===== config.mk =====
export PLATFORM = sky130hd
export DESIGN_NAME = lane_note_controller
export DESIGN_NICKNAME = d
export VERILOG_FILES = /design/src/rtl/lane_note_controller.sv
export SDC_FILE = /design/constraint.sdc
export NUM_CORES = 1
export LEC_CHECK = 0
export ABC_AREA = 1
export BUFFER_PORTS_ARGS = -buffer_cell sky130_fd_sc_hd__buf_4
export CORE_ASPECT_RATIO = 1.5
export CORE_MARGIN = 4
export CORE_UTILIZATION = 45
export DETAILED_ROUTE_END_ITERATION = 6
export SYNTH_ARGS = -nofsm -noshare
export SYNTH_HDL_FRONTEND = slang
export SYNTH_SLANG_ARGS = --single-unit
export TNS_END_PERCENT = 20

===== constraint.sdc =====
create_clock -name clk -period 13.4 [get_ports clk]
set_clock_uncertainty 0.1 [all_clocks]
set_input_delay 0.67 -clock clk [delete_from_list [all_inputs] [get_ports clk]]
set_output_delay 0.67 -clock clk [all_outputs]
set_load 0.05 [all_outputs]

===== src/rtl/lane_note_controller.sv =====
// lane_note_controller
//
// Frame-synchronous gameplay controller for the lane display. Notes are
// spawned from an external asynchronous pattern ROM, scrolled down SPEED rows
// on every frame update and judged against the player's lane buttons inside
// the hit window [HIT_TOP, HIT_BOTTOM]. A note whose row passes MISS_ROW is
// retired as a miss.
//
// Optional feature (compile-time macro): MISS_PENALTY_EN
//   defined   : a button rising edge on a lane with no note inside the hit
//               window counts as a miss (note state is left alone)
//   undefined : such presses are ignored
//
// Ports
//   clk           in   pixel clock
//   rst_n         in   asynchronous active-low reset
//   frame_start   in   one-cycle pulse per video frame
//   start         in   level, begins a song from IDLE or DONE
//   btn           in   [NUM_LANES] debounced lane buttons, active high
//   pattern_data  in   [NUM_LANES] spawn mask at pattern_addr (same cycle)
//   pattern_addr  out  [ADDR_W] current pattern step
//   note_active   out  [NUM_LANES] lane holds a note
//   note_row      out  [10*NUM_LANES] note top rows, lane i at [10i+9:10i]
//   lane_flash    out  [NUM_LANES] hit flash flags
//   score         out  [16] hit count, saturating
//   misses        out  [16] miss count, saturating
//   done          out  song complete
//
// state | meaning
// ------+----------------------------------------------------------------
// IDLE  | after reset, waiting for start
// PLAY  | song running: frame updates move notes and spawn from pattern ROM
// DRAIN | pattern exhausted, remaining notes scroll out or get hit
// DONE  | all notes gone, done=1, waiting for start to replay

module lane_note_controller #(
    parameter int NUM_LANES    = 4,
    parameter int SPEED        = 4,
    parameter int HIT_TOP      = 400,
    parameter int HIT_BOTTOM   = 440,
    parameter int MISS_ROW     = 460,
    parameter int STEP_FRAMES  = 8,
    parameter int PATTERN_LEN  = 64,
    parameter int ADDR_W       = 8,
    parameter int FLASH_FRAMES = 6
) (
    input  logic                    clk,
    input  logic                    rst_n,
    input  logic                    frame_start,
    input  logic                    start,
    input  logic [NUM_LANES-1:0]    btn,
    input  logic [NUM_LANES-1:0]    pattern_data,
    output logic [ADDR_W-1:0]       pattern_addr,
    output logic [NUM_LANES-1:0]    note_active,
    output logic [10*NUM_LANES-1:0] note_row,
    output logic [NUM_LANES-1:0]    lane_flash,
    output logic [15:0]             score,
    output logic [15:0]             misses,
    output logic                    done
);

    localparam int SW = (STEP_FRAMES > 1) ? $clog2(STEP_FRAMES) : 1;
    localparam int FW = $clog2(FLASH_FRAMES + 1);

    typedef enum logic [1:0] {
        IDLE  = 2'd0,
        PLAY  = 2'd1,
        DRAIN = 2'd2,
        DONE  = 2'd3
    } state_t;

    state_t                           state_q, state_d;
    logic [ADDR_W-1:0]                addr_q, addr_d;
    logic [SW-1:0]                    step_q, step_d;
    logic [NUM_LANES-1:0]             active_q, active_d;
    logic [NUM_LANES-1:0][10:0]       row_q, row_d;
    logic [NUM_LANES-1:0]             flash_q, flash_d;
    logic [NUM_LANES-1:0][FW-1:0]     fcnt_q, fcnt_d;
    logic [15:0]                      score_q, score_d;
    logic [15:0]                      misses_q, misses_d;
    logic                             done_q, done_d;
    logic [NUM_LANES-1:0]             btn_prev_q;

    logic [NUM_LANES-1:0]             btn_rise;
    logic [7:0]                       hit_cnt;
    logic [7:0]                       miss_cnt;
    logic [10:0]                      moved;
    logic [16:0]                      score_sum;
    logic [16:0]                      miss_sum;

    assign btn_rise = btn & ~btn_prev_q;

    always_comb begin
        state_d   = state_q;
        addr_d    = addr_q;
        step_d    = step_q;
        active_d  = active_q;
        row_d     = row_q;
        flash_d   = flash_q;
        fcnt_d    = fcnt_q;
        hit_cnt   = '0;
        miss_cnt  = '0;
        moved     = '0;
        score_sum = {1'b0, score_q};
        miss_sum  = {1'b0, misses_q};
        score_d   = score_q;
        misses_d  = misses_q;

        case (state_q)
            IDLE, DONE: begin
                if (start) begin
                    state_d  = PLAY;
                    addr_d   = '0;
                    step_d   = '0;
                    active_d = '0;
                    row_d    = '0;
                    flash_d  = '0;
                    fcnt_d   = '0;
                    score_d  = '0;
                    misses_d = '0;
                end
            end

            PLAY, DRAIN: begin
                for (int i = 0; i < NUM_LANES; i++) begin
                    // A hit is judged on the pre-update row and takes priority
                    // over the frame move, so a hit note never moves or misses.
                    if (btn_rise[i] && active_q[i] &&
                        row_q[i] >= 11'(HIT_TOP) && row_q[i] <= 11'(HIT_BOTTOM)) begin
                        active_d[i] = 1'b0;
                        flash_d[i]  = 1'b1;
                        fcnt_d[i]   = FW'(FLASH_FRAMES);
                        hit_cnt     = hit_cnt + 8'd1;
                    end else begin
`ifdef MISS_PENALTY_EN
                        if (btn_rise[i]) begin
                            miss_cnt = miss_cnt + 8'd1;
                        end
`endif
                        if (frame_start) begin
                            if (active_q[i]) begin
                                moved = row_q[i] + 11'(SPEED);
                                if (moved > 11'(MISS_ROW)) begin
                                    active_d[i] = 1'b0;
                                    miss_cnt    = miss_cnt + 8'd1;
                                end else begin
                                    row_d[i] = moved;
                                end
                            end
                            if (flash_q[i]) begin
                                fcnt_d[i] = fcnt_q[i] - FW'(1);
                                if (fcnt_q[i] <= FW'(1)) begin
                                    flash_d[i] = 1'b0;
                                end
                            end
                        end
                    end
                end

                if (frame_start) begin
                    if (state_q == PLAY) begin
                        if (step_q == '0) begin
                            // Spawn only into lanes still empty after the move;
                            // a spawn onto an occupied lane is dropped.
                            for (int i = 0; i < NUM_LANES; i++) begin
                                if (pattern_data[i] && !active_d[i]) begin
                                    active_d[i] = 1'b1;
                                    row_d[i]    = '0;
                                end
                            end
                            addr_d = addr_q + ADDR_W'(1);
                            if (addr_q == ADDR_W'(PATTERN_LEN - 1)) begin
                                state_d = DRAIN;
                            end
                        end
                        step_d = (step_q == SW'(STEP_FRAMES - 1)) ? '0 : step_q + SW'(1);
                    end else if (active_d == '0) begin
                        state_d = DONE;
                    end
                end

                score_sum = {1'b0, score_q} + {9'd0, hit_cnt};
                miss_sum  = {1'b0, misses_q} + {9'd0, miss_cnt};
                score_d   = score_sum[16] ? 16'hFFFF : score_sum[15:0];
                misses_d  = miss_sum[16] ? 16'hFFFF : miss_sum[15:0];
            end

            default: state_d = IDLE;
        endcase

        done_d = (state_d == DONE);
    end

    always_ff @(posedge clk or negedge rst_n) begin
        if (!rst_n) begin
            state_q    <= IDLE;
            addr_q     <= '0;
            step_q     <= '0;
            active_q   <= '0;
            row_q      <= '0;
            flash_q    <= '0;
            fcnt_q     <= '0;
            score_q    <= '0;
            misses_q   <= '0;
            done_q     <= 1'b0;
            btn_prev_q <= '0;
        end else begin
            state_q    <= state_d;
            addr_q     <= addr_d;
            step_q     <= step_d;
            active_q   <= active_d;
            row_q      <= row_d;
            flash_q    <= flash_d;
            fcnt_q     <= fcnt_d;
            score_q    <= score_d;
            misses_q   <= misses_d;
            done_q     <= done_d;
            btn_prev_q <= btn;
        end
    end

    // Live notes never exceed MISS_ROW, so the low 10 bits carry the full row.
    always_comb begin
        note_row = '0;
        for (int i = 0; i < NUM_LANES; i++) begin
            note_row[10*i +: 10] = row_q[i][9:0];
        end
    end

    assign pattern_addr = addr_q;
    assign note_active  = active_q;
    assign lane_flash   = flash_q;
    assign score        = score_q;
    assign misses       = misses_q;
    assign done         = done_q;

endmodule


# After elaboration in Yosys (flattened, before gate mapping)
# Index checks and enable logic that the tools add are counted.
# W data, S select, Z words.
# totals
regBits,114
input_bits,12
out_inout_bits,89
word_cells,244
# classes
add_sub_neg,18
n_lt_le_gt_ge,16
eq_ne,18
mux,135
bitwise,2
reduce_logical,35
# ops
cell,n
$mux W11,20
$mux W8,27
$mux W44,4
$pmux W44 S2,1
$pmux W16 S2,2
$add A8 B1 Y8 const B,7
$mux W16,3
$mux W3,16
$mux W1,45
$add A11 B3 Y11 const B,4
$ge A11 B9 Y1 const B,4
$gt A11 B9 Y1 const B,4
$le A11 B9 Y1 const B,4
$add A16 B8 Y17,2
$ne A3 B3 Y1 const B,8
$pmux W12 S2,1
$logic_and A1 B1 Y1,16
$mux W4,4
$pmux W4 S2,2
$pmux W8 S2,1
$reduce_and A3 Y1,5
$le A3 B1 Y1 const B,4
$mux W12,1
$mux W2,6
other kinds (18),33

# Depth between registers and ports, before layout
# depth
ltp_word,28
depth_mapped,38
ltp_nobuf,38

# Worst setup path before layout
# Ideal clock, no wire load.
# synth_timing
path_type,register to register
start,reg row_q (netlist bit note_row[2])
end,"reg misses_q[12], in the netlist misses[12]"
setup_time_ns,0.083
arrival_time_ns,4.559
t_required_ns,13.217
setup_slack_ns,8.658
path_stages_with_launch,37
n_path_buf,1
synth_period_minus_slack_ns,4.742
path_cell_list,dfrtp_1 -> inv_1 -> ha_1 -> nand2_1 -> nand2_1 -> inv_1 -> nand2_1 -> nand3_1 -> nand2_1 -> nand3_1 -> inv_1 -> ha_1 -> or2_1 -> nand3_1 -> clkinv_1 -> ha_1 -> o21ai_1 -> nand2_1 -> nand2_1 -> inv_1 -> ha_1 -> nand2_1 -> o21ai_1 -> inv_1 -> fa_1 -> inv_1 -> nand2_1 -> nand2_1 -> a21oi_1 -> nor3_2 -> nand2_1 -> nor3_2 -> nand2_1 -> inv_1 -> buf_2 -> o21ai_0 -> o21ai_0
# synth_via
elab_chain_len,28
word_cells_on_any_way,32
classes_between,add/sub (5); order compare (3); mux (22); reduce/logical (2)
# synth_lines
item,line_no,source
start: declaration,76,"logic [NUM_LANES-1:0][10:0] row_q, row_d;"
start signal: assignment,212,row_q <= row_d;
$add A11 B3 Y11,142,moved = row_q[i] + 11'(SPEED);
$gt A11 B9 Y1,143,if (moved > 11'(MISS_ROW)) begin
$mux W1,143,
$mux W1,141,if (active_q[i]) begin
$mux W1,140,if (frame_start) begin
$mux W1 (*),128,if (btn_rise[i] && active_q[i] &&
$mux W8 (*),109,case (state_q)
$add A8 B1 Y8,145,miss_cnt = miss_cnt + 8'd1;
[12 not listed],-,
$mux W8,143,
$mux W8,141,
$mux W8,140,
$mux W8 (*),128,
$mux W8 (*),109,
$add A16 B8 Y17 (*),183,"miss_sum = {1'b0, misses_q} + {9'd0, miss_cnt};"
$mux W16 (*),185,misses_d = miss_sum[16] ? 16'hFFFF : miss_sum[15:0];
$pmux W16 S2 (*),109,
end signal: assignment,216,misses_q <= misses_d;
end: declaration,80,"logic [15:0] misses_q, misses_d;"
# Every way passes the cells marked *; elsewhere a longest branch is shown, timed or not. The select of a mux whose other input is x is not followed.
# A chain may end at the register's enable or synchronous reset.

# Final worst setup path
# layout_timing
start,reg row_q (netlist bit note_row[2])
end,"reg misses_q[14], in the netlist misses[14]"
# Same word-level chain as after synthesis.

==> flow_metrics.py <==
metrics = {
    "setup_path": {
        "crit_path_max_incr_delay_ns": 0.43,
        "startpoint_type": "register",
        "slowest_stage": "dfrtp_1",
        "path_max_fanout": 12,
        "cp_common_cell": "nand2_1",
        "critPathKind": "reg2reg",
        "cp.required_ns": 13.59,
        "worstPathArrival_ns": 5.56,
        "endpoint_kind": "register",
    },
    "floorplanning": {
        "io_pins": 101,
        "core_mm2": 0.0163,
        "die_area_mm2": 0.0189,
        "dieWidth_um": 114,
        "die_h_um": 166,
        "std_cell_rows": 57,
        "start_util_pct": 46.0,
    },
    "grt": {
        "antenna_found_initial": 0,
        "grtUsageTotal_pct": 19.8,
        "first_global_vias": 6446,
        "globalRoute.totalOverflow": 0,
        "grt_pass1_wl_um": 31000,
        "grt_start_max_net_pins": 70,
    },
    "power": {
        "vdd_drop_max_mv": 0.154,
        "power.total_mw": 1.21,
        "leakage_nw": 4.26,
        "power.density_mw_per_mm2": 143,
    },
    "clock_tree": {
        "cts-resized-gates": 0,
        "cts_root_buf": "clkbuf_16",
        "cts_num_sinks": 106,
        "clock_path_buffers": 2,
        "cts_hold_buf": 0,
        "cts_setup_buffers": 0,
        "cts_tree": "done",
        "clkTransAtPathRegs_ns": 0.07,
        "clkLatencyLatePin_ns": 0.35,
        "numCtsBuffers": 9,
        "htreeDepth": 3,
    },
    "drt": {
        "wl_per_cell_um": 14.1,
        "antenna_left": 0,
        "drt_wl_total_um": 18100,
        "drc_errors": 0,
        "vias_per_cell": 5.09,
        "vias": 6502,
        "dr.pass1.iters": 5,
        "drtIter0Drc": 304,
    },
    "final_layout": {
        "multiInputGateArea_mm2": 0.00390,
        "regArea_mm2": 0.00265,
        "nets": 1119,
        "fillCellCount": 1670,
        "final_util_pct": 51.5,
        "drive_above_1_share_pct": 17.4,
        "diodes": 0,
        "syn_to_final_growth_pct": 11.9,
    },
    "sta": {
        "fin_crit_ns": 5.38,
        "grt_setup_unrepaired": "false",
        "max_freq_ghz": 0.186,
        "slew_headroom_pct": 39.4,
        "finalHoldViolations": 0,
        "final-setup-viol-count": 0,
        "drv_slew": 0,
        "tightest_slew_ns": 0.909,
        "fin_setup_tns_ns": 0,
        "fin_crit_sh_pct": 40.1,
    },
    "flow_run": {
        "max_cap_viol_count": 0,
    },
    "synthesis": {
        "yosys_warnings": 0,
        "synth_cell_types": 49,
        "netlist_area_mm2": 0.00752,
        "yosys.area.top_type": "dfrtp_1",
        "synth.area.top_cells": "dfrtp_1 (35%), nand2_1 (11%), inv_1 (7.1%), ha_1 (6.3%), o21ai_0 (5.6%)",
        "synthArstFlopShare_pct": 100,
        "syn_area_per_cell_um2": 7.42,
        "yosysSeqAreaShare_pct": 35.3,
        "ys_ff_latch": 106,
        "synth_top_flop_cell": "dfrtp_1",
        "synth.top_cell.area_share_pct": 35.3,
        "synth-edff-count": 0,
        "synthCells": 1013,
    },
    "min_path": {
        "hp-class": "in2async",
    },
    "placed_design": {
        "gp_congestion": 0.868,
        "place.port_buffers": 92,
        "hpwl_um": 13400,
    },
    "outcome": {
        "status": "finished, final reports clean",
    },
}
## registers in the layout, summed over array words and instances, names as in the netlist
register      flops
misses           16
fcnt_q           12
step_q            3
note_row         32
note_active       4
state_q           2
score            16
lane_flash        4
row_q             4
done              1
btn_prev_q        4
pattern_addr      8
## worst paths after layout
check,from,slack [ns],depth (start not counted),to
setup / recovery,note_row[2],8.02,37,misses[14]
hold / removal,rst_n,0.20,1,note_row[37]
setup reg to reg,note_row[2],8.02,37,misses[14]
hold reg to reg,fcnt_q[1],0.42,2,fcnt_q[1]
max in group asynchronous,rst_n,11.70,2,misses[6]
min in group clk,btn[0],0.33,1,btn_prev_q[0]
## metrics by stage
step	worst slack [ns]	hold WS (ns)	area (um^2)	std cells
3_3_place_gp	8.15	0.399	8130	1262
4_1_cts	7.97	0.207	8410	1278
6_report	8.02	0.195	8410	1278
5_1_grt	7.38	0.230	8410	1278
2_1_floorplan	8.66	0.274	7550	1021
3_5_place_dp	7.99	0.404	8130	1262
## report_power, final
part           leakage (nW)  internal (mW)  total, mW  switching [mW]
sequential             1.43          0.369      0.421          0.0523
clock                 0.136          0.133      0.256           0.124
combinational          2.69          0.156      0.529           0.373
total                  4.26          0.658       1.21           0.549
## synth_stat cells (all sizes together), types with 2 or more instances
master,instances
dfrtp,106
or2,6
xnor2,4
buf,50
fa,2
nand3b,2
o22ai,17
nor2,71
nor3,14
a31oi,6
ha,38
o211ai,5
nand3,60
xor2,29
nand4,24
nor4,5
nand2,249
o21ai,108
o31ai,2
clkbuf,12
inv,157
a21oi,38
## logic make-up (layout without fill, tap and decap cells)
kind of cell	count (synthesis)	in the layout	synth area share, %
muxes	1	1	0.150
AOI/OAI and AO/OA	180	180	13.4
xor gates and xnor gates	33	33	3.84
and+or+nand+nor	432	432	27.2
adders and majority gates	40	40	6.86
other	1	9	0.0499
DFF	106	106	35.3
buffers and inverters	220	271	13.3
## per-layer routing
metal / vias up / part of all wire (%) / global-route usage, %
met2: 102 / 52 / 35.4
met3: 27 / 3.2 / 2.59
met5: - / 0 / 0
met1: 3035 / 42 / 23.9
li1: 3338 / - / -
met4: 0 / 2.4 / 7.27
## layout make-up
cell class	instances	share of cell area [%]
timing repair buffer	97	8.65
clock inverter	5	0.461
sequential	106	31.5
clock buffer	11	2.88
inverter	158	7.05
multi-input combinational	695	46.4
tap	206	3.06
## worst max-delay path: cells and delay by family (launching register included)
| family | cells | cell delay [ns] |
|---|---|---|
| AND/OR/NAND/NOR | 19 | 1.90 |
| AO/OA/AOI/OAI | 5 | 0.50 |
| flip-flops | 1 | 0.43 |
| adder cells (fa/ha/maj) | 5 | 1.54 |
| buffers and inverters | 8 | 0.84 |
## cells in the final DEF (no fill, tap or decap), types with 17 or more instances in the layout
master,netlist,layout
xor2_1,29,29
a21oi_1,35,35
o21ai_1,20,20
inv_1,143,143
nand2_1,229,229
o22ai_1,17,17
nand4_1,24,24
dfrtp_1,106,106
ha_1,38,38
o21ai_0,84,84
nand3_1,57,57
nor2_1,57,56
buf_4,43,97
Note: power is estimated with default switching activity, not from simulation.
